==> config.mk <==
export PLATFORM = sky130hd
export DESIGN_NAME = bullet_pool_flat
export DESIGN_NICKNAME = d
export VERILOG_FILES = /design/src/rtl/bullet_pool_pkg.sv /design/src/rtl/bullet_pool_if.sv /design/src/rtl/bullet_pool_slot.sv /design/src/rtl/bullet_pool.sv /design/src/flat_wrapper.sv
export SDC_FILE = /design/constraint.sdc
export NUM_CORES = 1
export LEC_CHECK = 0
export BUFFER_PORTS_ARGS = -buffer_cell sky130_fd_sc_hd__buf_2
export CORE_UTILIZATION = 30
export DETAILED_ROUTE_END_ITERATION = 12
export HOLD_SLACK_MARGIN = 0.15
export RECOVER_POWER = 25
export SLEW_MARGIN = 10
export SYNTH_ARGS = -nofsm -noshare
export SYNTH_HDL_FRONTEND = slang
export SYNTH_SLANG_ARGS = --single-unit
==> constraint.sdc <==
create_clock -name clk -period 2.1 [get_ports clk]
set_input_delay 0.105 -clock clk [delete_from_list [all_inputs] [get_ports clk]]
set_output_delay 0.105 -clock clk [all_outputs]
set_load 0.005 [all_outputs]
==> src/rtl/bullet_pool_pkg.sv <==
// bullet_pool_pkg
// Shared definitions for the player, enemy and bullet controllers: screen
// geometry, coordinate widths and the bullet parking-position helpers.
// No ports (package).
package bullet_pool_pkg;

    localparam int SCREEN_W     = 160;
    localparam int SCREEN_H     = 120;
    localparam int PLAYER_WIDTH = 3;
    localparam int X_W          = 8;
    localparam int Y_W          = 7;

    // Idle bullets sit one pixel right of and one pixel below the player's
    // top-left corner so they are hidden inside the player sprite.
    function automatic logic [X_W-1:0] park_x(input logic [X_W-1:0] player_x);
        return player_x + 8'd1;
    endfunction

    function automatic logic [Y_W-1:0] park_y(input logic [Y_W-1:0] player_y);
        return player_y + 7'd1;
    endfunction

endpackage

==> src/rtl/bullet_pool_if.sv <==
// bullet_pool_if
// Groups the bullet pool's game-side signals.
//   play, load_level, fire       : game control from the player controller
//   playerX, playerY             : player top-left position
//   bullet_hit[NUM_BULLETS]      : per-slot hit flags from enemy collision logic
//   bulletX, bulletY             : packed slot positions (slot i at [8i+7:8i] / [7i+6:7i])
//   active[NUM_BULLETS]          : slot in flight
//   move, fire_ack               : one-cycle event pulses
//   full                         : every slot in flight
// Modports: slave = bullet pool side, master = game/testbench side.
interface bullet_pool_if
    import bullet_pool_pkg::*;
#(
    parameter int NUM_BULLETS = 4
);
    logic                         play;
    logic                         load_level;
    logic                         fire;
    logic [X_W-1:0]               playerX;
    logic [Y_W-1:0]               playerY;
    logic [NUM_BULLETS-1:0]       bullet_hit;
    logic [X_W*NUM_BULLETS-1:0]   bulletX;
    logic [Y_W*NUM_BULLETS-1:0]   bulletY;
    logic [NUM_BULLETS-1:0]       active;
    logic                         move;
    logic                         fire_ack;
    logic                         full;

    modport slave (
        input  play, load_level, fire, playerX, playerY, bullet_hit,
        output bulletX, bulletY, active, move, fire_ack, full
    );

    modport master (
        output play, load_level, fire, playerX, playerY, bullet_hit,
        input  bulletX, bulletY, active, move, fire_ack, full
    );

endinterface

==> src/rtl/bullet_pool_slot.sv <==
// bullet_slot
// One bullet: owns its in-flight flag and its X/Y position.
//   clk, resetn   : clock, synchronous active-low reset
//   clear         : synchronous level restart (same effect as reset)
//   play          : low freezes the slot
//   launch        : start flight from the player's nose this cycle
//   step          : shared step tick; move up one row or retire at the top
//   hit           : enemy collision; retires the slot, beats a step
//   player_x/y    : player top-left position
//   active, x, y  : registered slot state
module bullet_slot
    import bullet_pool_pkg::*;
(
    input  logic           clk,
    input  logic           resetn,
    input  logic           clear,
    input  logic           play,
    input  logic           launch,
    input  logic           step,
    input  logic           hit,
    input  logic [X_W-1:0] player_x,
    input  logic [Y_W-1:0] player_y,
    output logic           active,
    output logic [X_W-1:0] x,
    output logic [Y_W-1:0] y
);

    localparam logic [Y_W-1:0] Y_ONE  = 7'd1;
    localparam logic [Y_W-1:0] Y_ZERO = 7'd0;

    logic           active_r;
    logic [X_W-1:0] x_r;
    logic [Y_W-1:0] y_r;
    logic           active_nx_s;
    logic [X_W-1:0] x_nx_s;
    logic [Y_W-1:0] y_nx_s;

    // Next slot state: hit first, then step/retire, otherwise launch or park.
    always_comb begin
        active_nx_s = active_r;
        x_nx_s      = x_r;
        y_nx_s      = y_r;
        if (play) begin
            if (active_r) begin
                if (hit) begin
                    active_nx_s = 1'b0;
                    x_nx_s      = park_x(player_x);
                    y_nx_s      = park_y(player_y);
                end else if (step) begin
                    if (y_r == Y_ZERO) begin
                        active_nx_s = 1'b0;
                        x_nx_s      = park_x(player_x);
                        y_nx_s      = park_y(player_y);
                    end else begin
                        y_nx_s = y_r - Y_ONE;
                    end
                end else begin
                    y_nx_s = y_r;
                end
            end else if (launch) begin
                // Launch starts on the player's top row, not the park row.
                active_nx_s = 1'b1;
                x_nx_s      = park_x(player_x);
                y_nx_s      = player_y;
            end else begin
                x_nx_s = park_x(player_x);
                y_nx_s = park_y(player_y);
            end
        end else begin
            active_nx_s = active_r;
        end
    end

    // Slot state register with synchronous reset to the parked position.
    always_ff @(posedge clk) begin
        if (!resetn || clear) begin
            active_r <= 1'b0;
            x_r      <= park_x(player_x);
            y_r      <= park_y(player_y);
        end else begin
            active_r <= active_nx_s;
            x_r      <= x_nx_s;
            y_r      <= y_nx_s;
        end
    end

    assign active = active_r;
    assign x      = x_r;
    assign y      = y_r;

endmodule

==> src/rtl/bullet_pool.sv <==
// bullet_pool
// Multi-slot player projectile controller. NUM_BULLETS slots share one step
// timer; new shots go to the lowest free slot, subject to a fire cooldown.
// Ports:
//   clk     : system clock
//   resetn  : synchronous active-low reset
//   bus     : bullet_pool_if.slave (game control, player position, per-slot
//             hits in; packed positions, active, move, fire_ack, full out)
// Parameters: NUM_BULLETS (1..8), RATE_DIV (step every RATE_DIV+1 clocks),
//             COOLDOWN (min clocks between launches, 0 = no limit).
// Build option: define BULLET_AUTOFIRE_EN to fire on the fire level instead
// of its rising edge.
module bullet_pool
    import bullet_pool_pkg::*;
#(
    parameter int          NUM_BULLETS = 4,
    parameter logic [27:0] RATE_DIV    = 28'd500000,
    parameter int          COOLDOWN    = 16
)(
    input  logic clk,
    input  logic resetn,
    bullet_pool_if.slave bus
);

    localparam int TICK_W = (RATE_DIV == 28'd0) ? 1 : $clog2(RATE_DIV + 29'd1);
    localparam int CD_W   = (COOLDOWN < 1) ? 1 : $clog2(COOLDOWN + 1);

    localparam logic [TICK_W-1:0]      TICK_MAX  = TICK_W'(RATE_DIV);
    localparam logic [TICK_W-1:0]      TICK_ONE  = TICK_W'(1'b1);
    localparam logic [TICK_W-1:0]      TICK_ZERO = TICK_W'(1'b0);
    localparam logic [CD_W-1:0]        CD_ONE    = CD_W'(1'b1);
    localparam logic [CD_W-1:0]        CD_ZERO   = CD_W'(1'b0);
    // The launch clock is the first of the COOLDOWN blocked clocks, so a
    // request arriving COOLDOWN clocks after a launch is accepted.
    localparam logic [CD_W-1:0]        CD_LOAD   = (COOLDOWN > 1) ? CD_W'(COOLDOWN - 1) : CD_ZERO;
    localparam logic [NUM_BULLETS-1:0] SLOT_ONE  = NUM_BULLETS'(1'b1);
    localparam logic [NUM_BULLETS-1:0] SLOT_NONE = NUM_BULLETS'(1'b0);

    logic [TICK_W-1:0]          tick_r;
    logic [CD_W-1:0]            cd_r;
    logic                       fire_q_r;
    logic                       move_r;
    logic                       fire_ack_r;

    logic                       clear_s;
    logic                       req_s;
    logic                       accept_s;
    logic                       step_s;
    logic [NUM_BULLETS-1:0]     active_s;
    logic [NUM_BULLETS-1:0]     lowest_free_s;
    logic [NUM_BULLETS-1:0]     launch_s;
    logic [X_W*NUM_BULLETS-1:0] x_pack_s;
    logic [Y_W*NUM_BULLETS-1:0] y_pack_s;

    assign clear_s = !resetn || bus.load_level;

    // Fire request, launch decision and shared step tick.
    always_comb begin
`ifdef BULLET_AUTOFIRE_EN
        req_s = bus.fire;
`else
        req_s = bus.fire && !fire_q_r;
`endif
        accept_s = req_s && bus.play && (cd_r == CD_ZERO) && !(&active_s);
        step_s   = bus.play && (|active_s) && (tick_r == TICK_MAX);
        // Adding one carries through the trailing ones, so the AND with the
        // inverse keeps only the lowest zero bit of the registered active.
        lowest_free_s = ~active_s & (active_s + SLOT_ONE);
        if (accept_s) begin
            launch_s = lowest_free_s;
        end else begin
            launch_s = SLOT_NONE;
        end
    end

    // Step timer, cooldown, fire edge history and event pulses.
    always_ff @(posedge clk) begin
        if (clear_s) begin
            tick_r     <= TICK_ZERO;
            cd_r       <= CD_ZERO;
            fire_q_r   <= 1'b0;
            move_r     <= 1'b0;
            fire_ack_r <= 1'b0;
        end else begin
            // Sampled even when paused so resuming never creates an edge.
            fire_q_r   <= bus.fire;
            move_r     <= step_s;
            fire_ack_r <= accept_s;
            if (bus.play) begin
                if (!(|active_s) || (tick_r == TICK_MAX)) begin
                    tick_r <= TICK_ZERO;
                end else begin
                    tick_r <= tick_r + TICK_ONE;
                end
                if (accept_s) begin
                    cd_r <= CD_LOAD;
                end else if (cd_r != CD_ZERO) begin
                    cd_r <= cd_r - CD_ONE;
                end else begin
                    cd_r <= CD_ZERO;
                end
            end else begin
                tick_r <= tick_r;
                cd_r   <= cd_r;
            end
        end
    end

    for (genvar g = 0; g < NUM_BULLETS; g++) begin : g_slot
        bullet_slot u_slot (
            .clk      (clk),
            .resetn   (resetn),
            .clear    (bus.load_level),
            .play     (bus.play),
            .launch   (launch_s[g]),
            .step     (step_s),
            .hit      (bus.bullet_hit[g]),
            .player_x (bus.playerX),
            .player_y (bus.playerY),
            .active   (active_s[g]),
            .x        (x_pack_s[X_W*g +: X_W]),
            .y        (y_pack_s[Y_W*g +: Y_W])
        );
    end

    assign bus.bulletX  = x_pack_s;
    assign bus.bulletY  = y_pack_s;
    assign bus.active   = active_s;
    assign bus.move     = move_r;
    assign bus.fire_ack = fire_ack_r;
    assign bus.full     = &active_s;

endmodule

==> src/flat_wrapper.sv <==
// flat-port wrapper written by rule: the top's interface ports become plain ports
module bullet_pool_flat import bullet_pool_pkg::*;
#(
    parameter int          NUM_BULLETS = 4,
    parameter logic [27:0] RATE_DIV    = 28'd500000,
    parameter int          COOLDOWN    = 16
)
  (clk, resetn, bus_play, bus_load_level, bus_fire, bus_playerX, bus_playerY, bus_bullet_hit, bus_bulletX, bus_bulletY, bus_active, bus_move, bus_fire_ack, bus_full);
  bullet_pool_if #(.NUM_BULLETS(NUM_BULLETS)) bus_i ();
  input  logic clk;
  input  logic resetn;
  input wire logic [$bits(bus_i.play)-1:0] bus_play;
  input wire logic [$bits(bus_i.load_level)-1:0] bus_load_level;
  input wire logic [$bits(bus_i.fire)-1:0] bus_fire;
  input wire logic [$bits(bus_i.playerX)-1:0] bus_playerX;
  input wire logic [$bits(bus_i.playerY)-1:0] bus_playerY;
  input wire logic [$bits(bus_i.bullet_hit)-1:0] bus_bullet_hit;
  output wire logic [$bits(bus_i.bulletX)-1:0] bus_bulletX;
  output wire logic [$bits(bus_i.bulletY)-1:0] bus_bulletY;
  output wire logic [$bits(bus_i.active)-1:0] bus_active;
  output wire logic [$bits(bus_i.move)-1:0] bus_move;
  output wire logic [$bits(bus_i.fire_ack)-1:0] bus_fire_ack;
  output wire logic [$bits(bus_i.full)-1:0] bus_full;
  assign bus_i.play = bus_play;
  assign bus_i.load_level = bus_load_level;
  assign bus_i.fire = bus_fire;
  assign bus_i.playerX = bus_playerX;
  assign bus_i.playerY = bus_playerY;
  assign bus_i.bullet_hit = bus_bullet_hit;
  assign bus_bulletX = bus_i.bulletX;
  assign bus_bulletY = bus_i.bulletY;
  assign bus_active = bus_i.active;
  assign bus_move = bus_i.move;
  assign bus_fire_ack = bus_i.fire_ack;
  assign bus_full = bus_i.full;
  bullet_pool #(.NUM_BULLETS(NUM_BULLETS), .RATE_DIV(RATE_DIV), .COOLDOWN(COOLDOWN)) u_core (.clk(clk), .resetn(resetn), .bus(bus_i));
endmodule
Yosys cells after proc, flatten, opt, wreduce, memory -nomap -nowiden
Cells that the tools add are included.
{ "classes": {"n_div": 0, "muxes": 76, "multipliers": 0, "n_shift": 0, "n_lt_le_gt_ge": 0, "add_sub_neg": 9, "bitwise_logic": 2, "reduce_logical": 29, "eq_ne": 9} }
{ "ops": {"columns": ["op", "count"], "rows": [
  ["$mux W7", 28],
  ["$mux W8", 24],
  ["$logic_not A7 Y1", 4],
  ["$ne A4 B2 Y1 const B", 7],
  ["$sub A7 B1 Y7 const B", 4],
  ["$mux W1", 20],
  ["$add A19 B1 Y19 const B", 1],
  ["$eq A19 B19 Y1 const B", 1],
  ["$mux W19", 1],
  ["$reduce_and A3 Y1", 4],
  ["$mux W5", 2],
  ["$add A8 B1 Y8 const B", 1],
  ["$reduce_and A2 Y1", 4],
  ["$add A7 B1 Y7 const B", 1],
  ["$logic_and A1 B1 Y1", 6],
  ["$logic_not A5 Y1", 1],
  ["$reduce_bool A5 Y1", 1],
  ["$sub A5 B1 Y5 const B", 1],
  ["$add A4 B1 Y4 const B", 1],
  ["$and A4 B4 Y4", 1],
  ["$logic_not A1 Y1", 4],
  ["$mux W4", 1],
  ["$ne A4 B3 Y1 const B", 1],
  ["$not A4 Y4", 1],
  ["4 further kinds", 5]
]} }
{ "word_totals": {"elab_cells": 142, "latchBits": 0, "memories": 0, "reg_bits": 91, "romBits": 0, "mem_bits_rw": 0, "input_bits": 24, "output_inout_bits": 67} }

Depth between registers and ports, before layout
{ "logic_depth": {"depth_word": 10, "depth_mapped": 8, "ltp_nobuf": 7} }

By module
From an unflattened synthesis, not the netlist that was laid out.
{ "hier_totals": {"cells_unflattened": 612, "area_unflattened_um2": 5957.0} }
{ "by_module_without_submodules": {"columns": ["module", "area_each_um2", "instances", "cells_per_inst"], "rows": [
  ["bullet_slot (u_core.g_slot[0].u_slot ...)", 1139.8, 3, 111],
  ["bullet_pool", 1373.8, 1, 160],
  ["bullet_slot (u_core.g_slot[3].u_slot)", 1163.6, 1, 119]
]} }

Worst setup path before layout
OpenSTA, ideal clock, no wires.
{ "synth_path": {"kind": "reg2reg", "from": "register u_core.tick_r[0]", "to": "register u_core.g_slot[2].u_slot.x_r[0], enable pin", "setup_slack_ns": -0.089, "arrival_time_ns": 1.813, "required_time_ns": 1.724, "setup_time_ns": 0.376, "path_stages_with_launch": 9, "path_cell_list": "dfxtp_1 > inv_1 > ha_1 > nand3b_1 > nor3_1 > and4b_1 > buf_2 > inv_1 > o211ai_1"} }
{ "synth_between": {"elab_chain_len": 4} }
{ "synth_lines": {"columns": ["item", "line_no", "text"], "rows": [
  ["from (decl)", "bullet_pool.sv:39", "logic [TICK_W-1:0] tick_r;"],
  ["from (signal assigned)", "bullet_pool.sv:93", "tick_r <= tick_r + TICK_ONE;"],
  ["from (signal assigned)", "bullet_pool.sv:103", "tick_r <= tick_r;"],
  ["$eq A19 B19 Y1", "bullet_pool.sv:65", "step_s = bus.play && (|active_s) && (tick_r == TICK_MAX);"],
  ["$logic_and A1 B1 Y1", "bullet_pool.sv:65", null],
  ["$ne A4 B2 Y1 (no line)", null, null],
  ["$reduce_and A3 Y1 (no line)", null, null],
  ["to (signal assigned)", "bullet_pool_slot.sv:78", "x_r <= park_x(player_x);"],
  ["to (signal assigned)", "bullet_pool_slot.sv:82", "x_r <= x_nx_s;"],
  ["to (decl)", "bullet_pool_slot.sv:32", "logic [X_W-1:0] x_r;"]
]} }
No other way between the ends.
A chain may end at the register's enable or synchronous reset.

Worst setup path after layout
{ "layout_path": {"from": "register u_core.tick_r[0]", "to": "register u_core.g_slot[0].u_slot.y_r[3], enable pin"} }
{ "layout_between": {"elab_chain_len": 4} }
{ "layout_lines": {"columns": ["item", "line_no", "text"], "rows": [
  ["$eq A19 B19 Y1", "bullet_pool.sv:65", null],
  ["$logic_and A1 B1 Y1", "bullet_pool.sv:65", null],
  ["$ne A4 B3 Y1 (no line)", null, null],
  ["$reduce_and A2 Y1 (no line)", null, null],
  ["to (signal assigned)", "bullet_pool_slot.sv:79", "y_r <= park_y(player_y);"],
  ["to (signal assigned)", "bullet_pool_slot.sv:83", "y_r <= y_nx_s;"],
  ["to (decl)", "bullet_pool_slot.sv:33", "logic [Y_W-1:0] y_r;"]
]} }
No other way between the ends.

==> impl_summary.log <==
INFO  metric run_status = complete, no violations
INFO  metric power_per_cell_area = 685 mW/mm^2
INFO  metric synth_most_common_cell = edfxtp_1
INFO  metric holdCritPathClass = primary input to flop
INFO  metric required = 2.13 ns
INFO  metric total_leakage_power = 2.55 nW
INFO  metric port_buffers = 90
INFO  metric maxCapViolations = 0
INFO  metric die_area = 0.0179 mm^2
INFO  metric tightestPinTransition = 0.551 ns
INFO  metric drt_first_pass_iters = 5
INFO  metric die-width = 134 um
INFO  metric pwr-share-comb = 17.8%
INFO  metric via_per_inst = 5.29
INFO  metric antennaDiodeCount = 0
INFO  metric seq_area_frac_synth = 46.5%
INFO  metric place.gp.congestion = 0.892
INFO  metric total_cts_buffers = 9
INFO  metric maxClockFrequency = 495 MHz
INFO  metric power_report.internal_total = 0.00324 W
INFO  metric netlist_instances = 545
INFO  metric criticalPathCategory = flop to flop
INFO  metric routed_wl_per_cell = 17.1 um
INFO  metric yosys_register_bits = 91
INFO  metric worstSkewPairLatency = 0.36 ns
INFO  metric cts.repair_timing.setup_buffer_count = 0
INFO  metric core = 0.0168 mm^2
INFO  metric grt_max_degree = 38
INFO  metric synth_enable_flop_cells = 60
INFO  metric path_delay_family = simple AND/OR/NAND/NOR gates
INFO  metric cts_buffer_depth = 2
INFO  metric timing.critical_path.arrival = 2.05 ns
INFO  metric clk_root_buffer_cell = clkbuf_16
INFO  metric critPathBufInv = 1
INFO  metric drive_above_1_share = 24.5%
INFO  metric synth.avg_cell_area = 9.55 um^2
INFO  metric syn2layout_area_growth = 26.9%
INFO  metric maxSlewViolCount = 0
INFO  metric min_period = 2.02 ns
INFO  metric switching_power = 0.00129 W
INFO  metric num_rows = 47
INFO  metric final_util = 39.4%
INFO  metric synthArstFlopShare = 0%
INFO  metric skew = 0.00946 ns
INFO  metric power.share.sequential = 47.3%
INFO  metric yosys.cell_types.count = 62
INFO  metric starting_utilization_of_the_core_area = 31.1%
INFO  metric pin_count = 91
INFO  metric netSwitchingFraction = 28.5%
INFO  metric max-vdd-ir-drop = 0.000363 V
INFO  metric crit_fanout = 7
INFO  metric post_synth_top_cells = 60 x edfxtp_1, 49 x nand2_1, 47 x nor2_1, 35 x a21oi_1, 32 x xnor2_1
INFO  metric path_cells = inv_1 > ha_1 > nand3b_1 > nor3_4 > and4b_2 > o31ai_1 > nand2_1
INFO  metric synth_top_flop_cell = edfxtp_1
INFO  metric grt_use_total = 17.1%
INFO  metric p_total = 0.00453 W
INFO  metric clock_tree.htree_level_count = 3
INFO  metric synth.top_cell.area_share = 34.6%
INFO  metric power.share.clock = 34.9%
INFO  metric maxSlewHeadroom = 63.3%
INFO  metric synthesis.nets = 582
INFO  metric drt_first_iter_violations = 335
INFO  metric wire_length_of_the_first_global_routing_pass = 23800 um
INFO  metric detail-route-antenna-nets = 0
INFO  metric totalWireLength = 15300 um
INFO  metric via_count = 4747
INFO  metric drc_errors = 0
INFO  metric cp-start-kind = flop
INFO  metric final_net_count = 709
INFO  metric timing.final.crit_share = 96.3%
INFO  metric synth-warning-count = 0
INFO  metric globalRouteOverflowTotal = 0
INFO  metric yosysTopAreaCell = edfxtp_1
INFO  metric critical_path.endpoint_type = flop
INFO  metric grt_setup_unrepaired = false
INFO  metric worst_path_largest_cell_delay = 0.34 ns
INFO  metric clkSinkCount = 91
INFO  metric post_synth_main_area_contributors = edfxtp_1 35%, dfxtp_1 12%, xnor2_1 5.4%, nand2_1 3.5%, nor2_1 3.4%
INFO  metric cts.clk_slew.worst_paths = 0.07 ns
INFO  metric first_global_vias = 4493
INFO  metric setup_tns = 0 ns
INFO  metric final-hold-violation-count = 0
INFO  metric setup_viol = 0
INFO  metric timing.critical_path.slowest_stage_cell = o31ai_1
INFO  metric cts_tree = done
INFO  metric cell_area_after_synthesis = 0.00520 mm^2
INFO  metric dp.final_hpwl = 11600 um
INFO  metric floorplan.die.height = 134 um
INFO  metric antenna_violations_before_repair = 0
-- cell usage in the layout, fill, tap and decap left out, types with 4 or more instances in the layout --
cell,Yosys,layout
a21oi_1,35,33
a2bb2oi_1,5,5
a31oi_1,7,6
and3_1,6,5
buf_12,0,4
buf_2,3,73
buf_4,4,50
clkbuf_1,20,17
clkbuf_16,0,9
dfxtp_1,31,31
edfxtp_1,60,60
ha_1,13,12
inv_1,25,25
mux2i_1,14,14
nand2_1,49,48
nand2b_1,7,7
nand3_1,26,26
nand4_1,5,5
nand4b_1,4,4
nor2_1,47,47
nor3_1,17,16
nor3b_1,4,4
nor4_1,5,5
o211ai_1,4,4
o21ai_0,23,23
o221ai_1,6,6
o22ai_1,11,11
or3_1,9,8
xnor2_1,32,32
xor2_1,13,13
-- final timing paths --
kind | to | slack, ns | cells past startpoint | startpoint
max | u_core.g_slot[0].u_slot.y[3] | 0.08 | 7 | u_core.tick_r[0]
min | u_core.g_slot[3].u_slot.x[7] | 0.17 | 2 | bus_playerX[7]
max reg2reg | u_core.g_slot[0].u_slot.y[3] | 0.08 | 7 | u_core.tick_r[0]
min reg2reg | u_core.cd_r[4] | 0.46 | 1 | u_core.cd_r[4]
-- repair_timing --
action	in CTS	in global routing
resized for setup	0	13
hold buffers	3	0
endpoints found under the setup margin	0	66
endpoints found under the hold margin	9	0
-- metal layers --
metal  wire length [um]  vias to the layer above  GRT usage (%)
met5                  0                        -              0
met3               1130                       32           4.34
met4                339                        0           5.62
met2               7300                      215           28.4
li1                   -                     2248              -
met1               6520                     2252           21.6
-- power by group through the flow --
stage / logic, W / registers [W] / clock network (W)
after global placement: 0.000778 / 0.00218 / 0
after floorplan: 0.000405 / 0.00219 / 0
after global routing: 0.000876 / 0.00216 / 0.00171
final: 0.000804 / 0.00214 / 0.00158
after detailed placement: 0.000789 / 0.00218 / 0
after CTS: 0.000798 / 0.00214 / 0.00162
-- kinds of logic (layout without fill, tap and decap cells) --
family / Yosys count / after routing / share of synthesized area (%)
simple gates: 203 / 203 / 20.2
xor+xnor: 45 / 45 / 7.57
flops: 91 / 91 / 46.5
fa+ha+maj: 13 / 13 / 3.13
buf+inv: 57 / 189 / 4.76
mux: 15 / 15 / 2.91
compound gates: 121 / 121 / 14.9
-- sequential cells by signal (all words and copies together) (netlist names) --
name                         count
u_core.g_slot.u_slot.x          32
u_core.g_slot.u_slot.y          28
u_core.tick_r                   19
u_core.cd_r                      5
u_core.g_slot.u_slot.active      4
u_core.bus.fire_ack              1
u_core.bus.move                  1
u_core.fire_q_r                  1
-- layout make-up --
type | instances | area, um^2
tap | 220 | 275
clock inverter | 7 | 70.1
clock buffer | 9 | 225
multi-input combinational | 397 | 2600
sequential | 91 | 2420
timing repair buffer | 147 | 915
fill | 1655 | 10200
inverter | 26 | 97.6
-- stage by stage --
step	std cells	cell area [um^2]	hold WS, ns	setup slack [ns]
after floorplan	545	5210	0.227	0.00109
after global placement	878	6240	0.366	0.0687
after detailed placement	878	6240	0.368	0.0300
after CTS	897	6570	0.159	0.00672
after global routing	897	6610	0.175	0.00164
final	897	6610	0.166	0.0783
No activity file was read; power rests on OpenSTA's default activity.
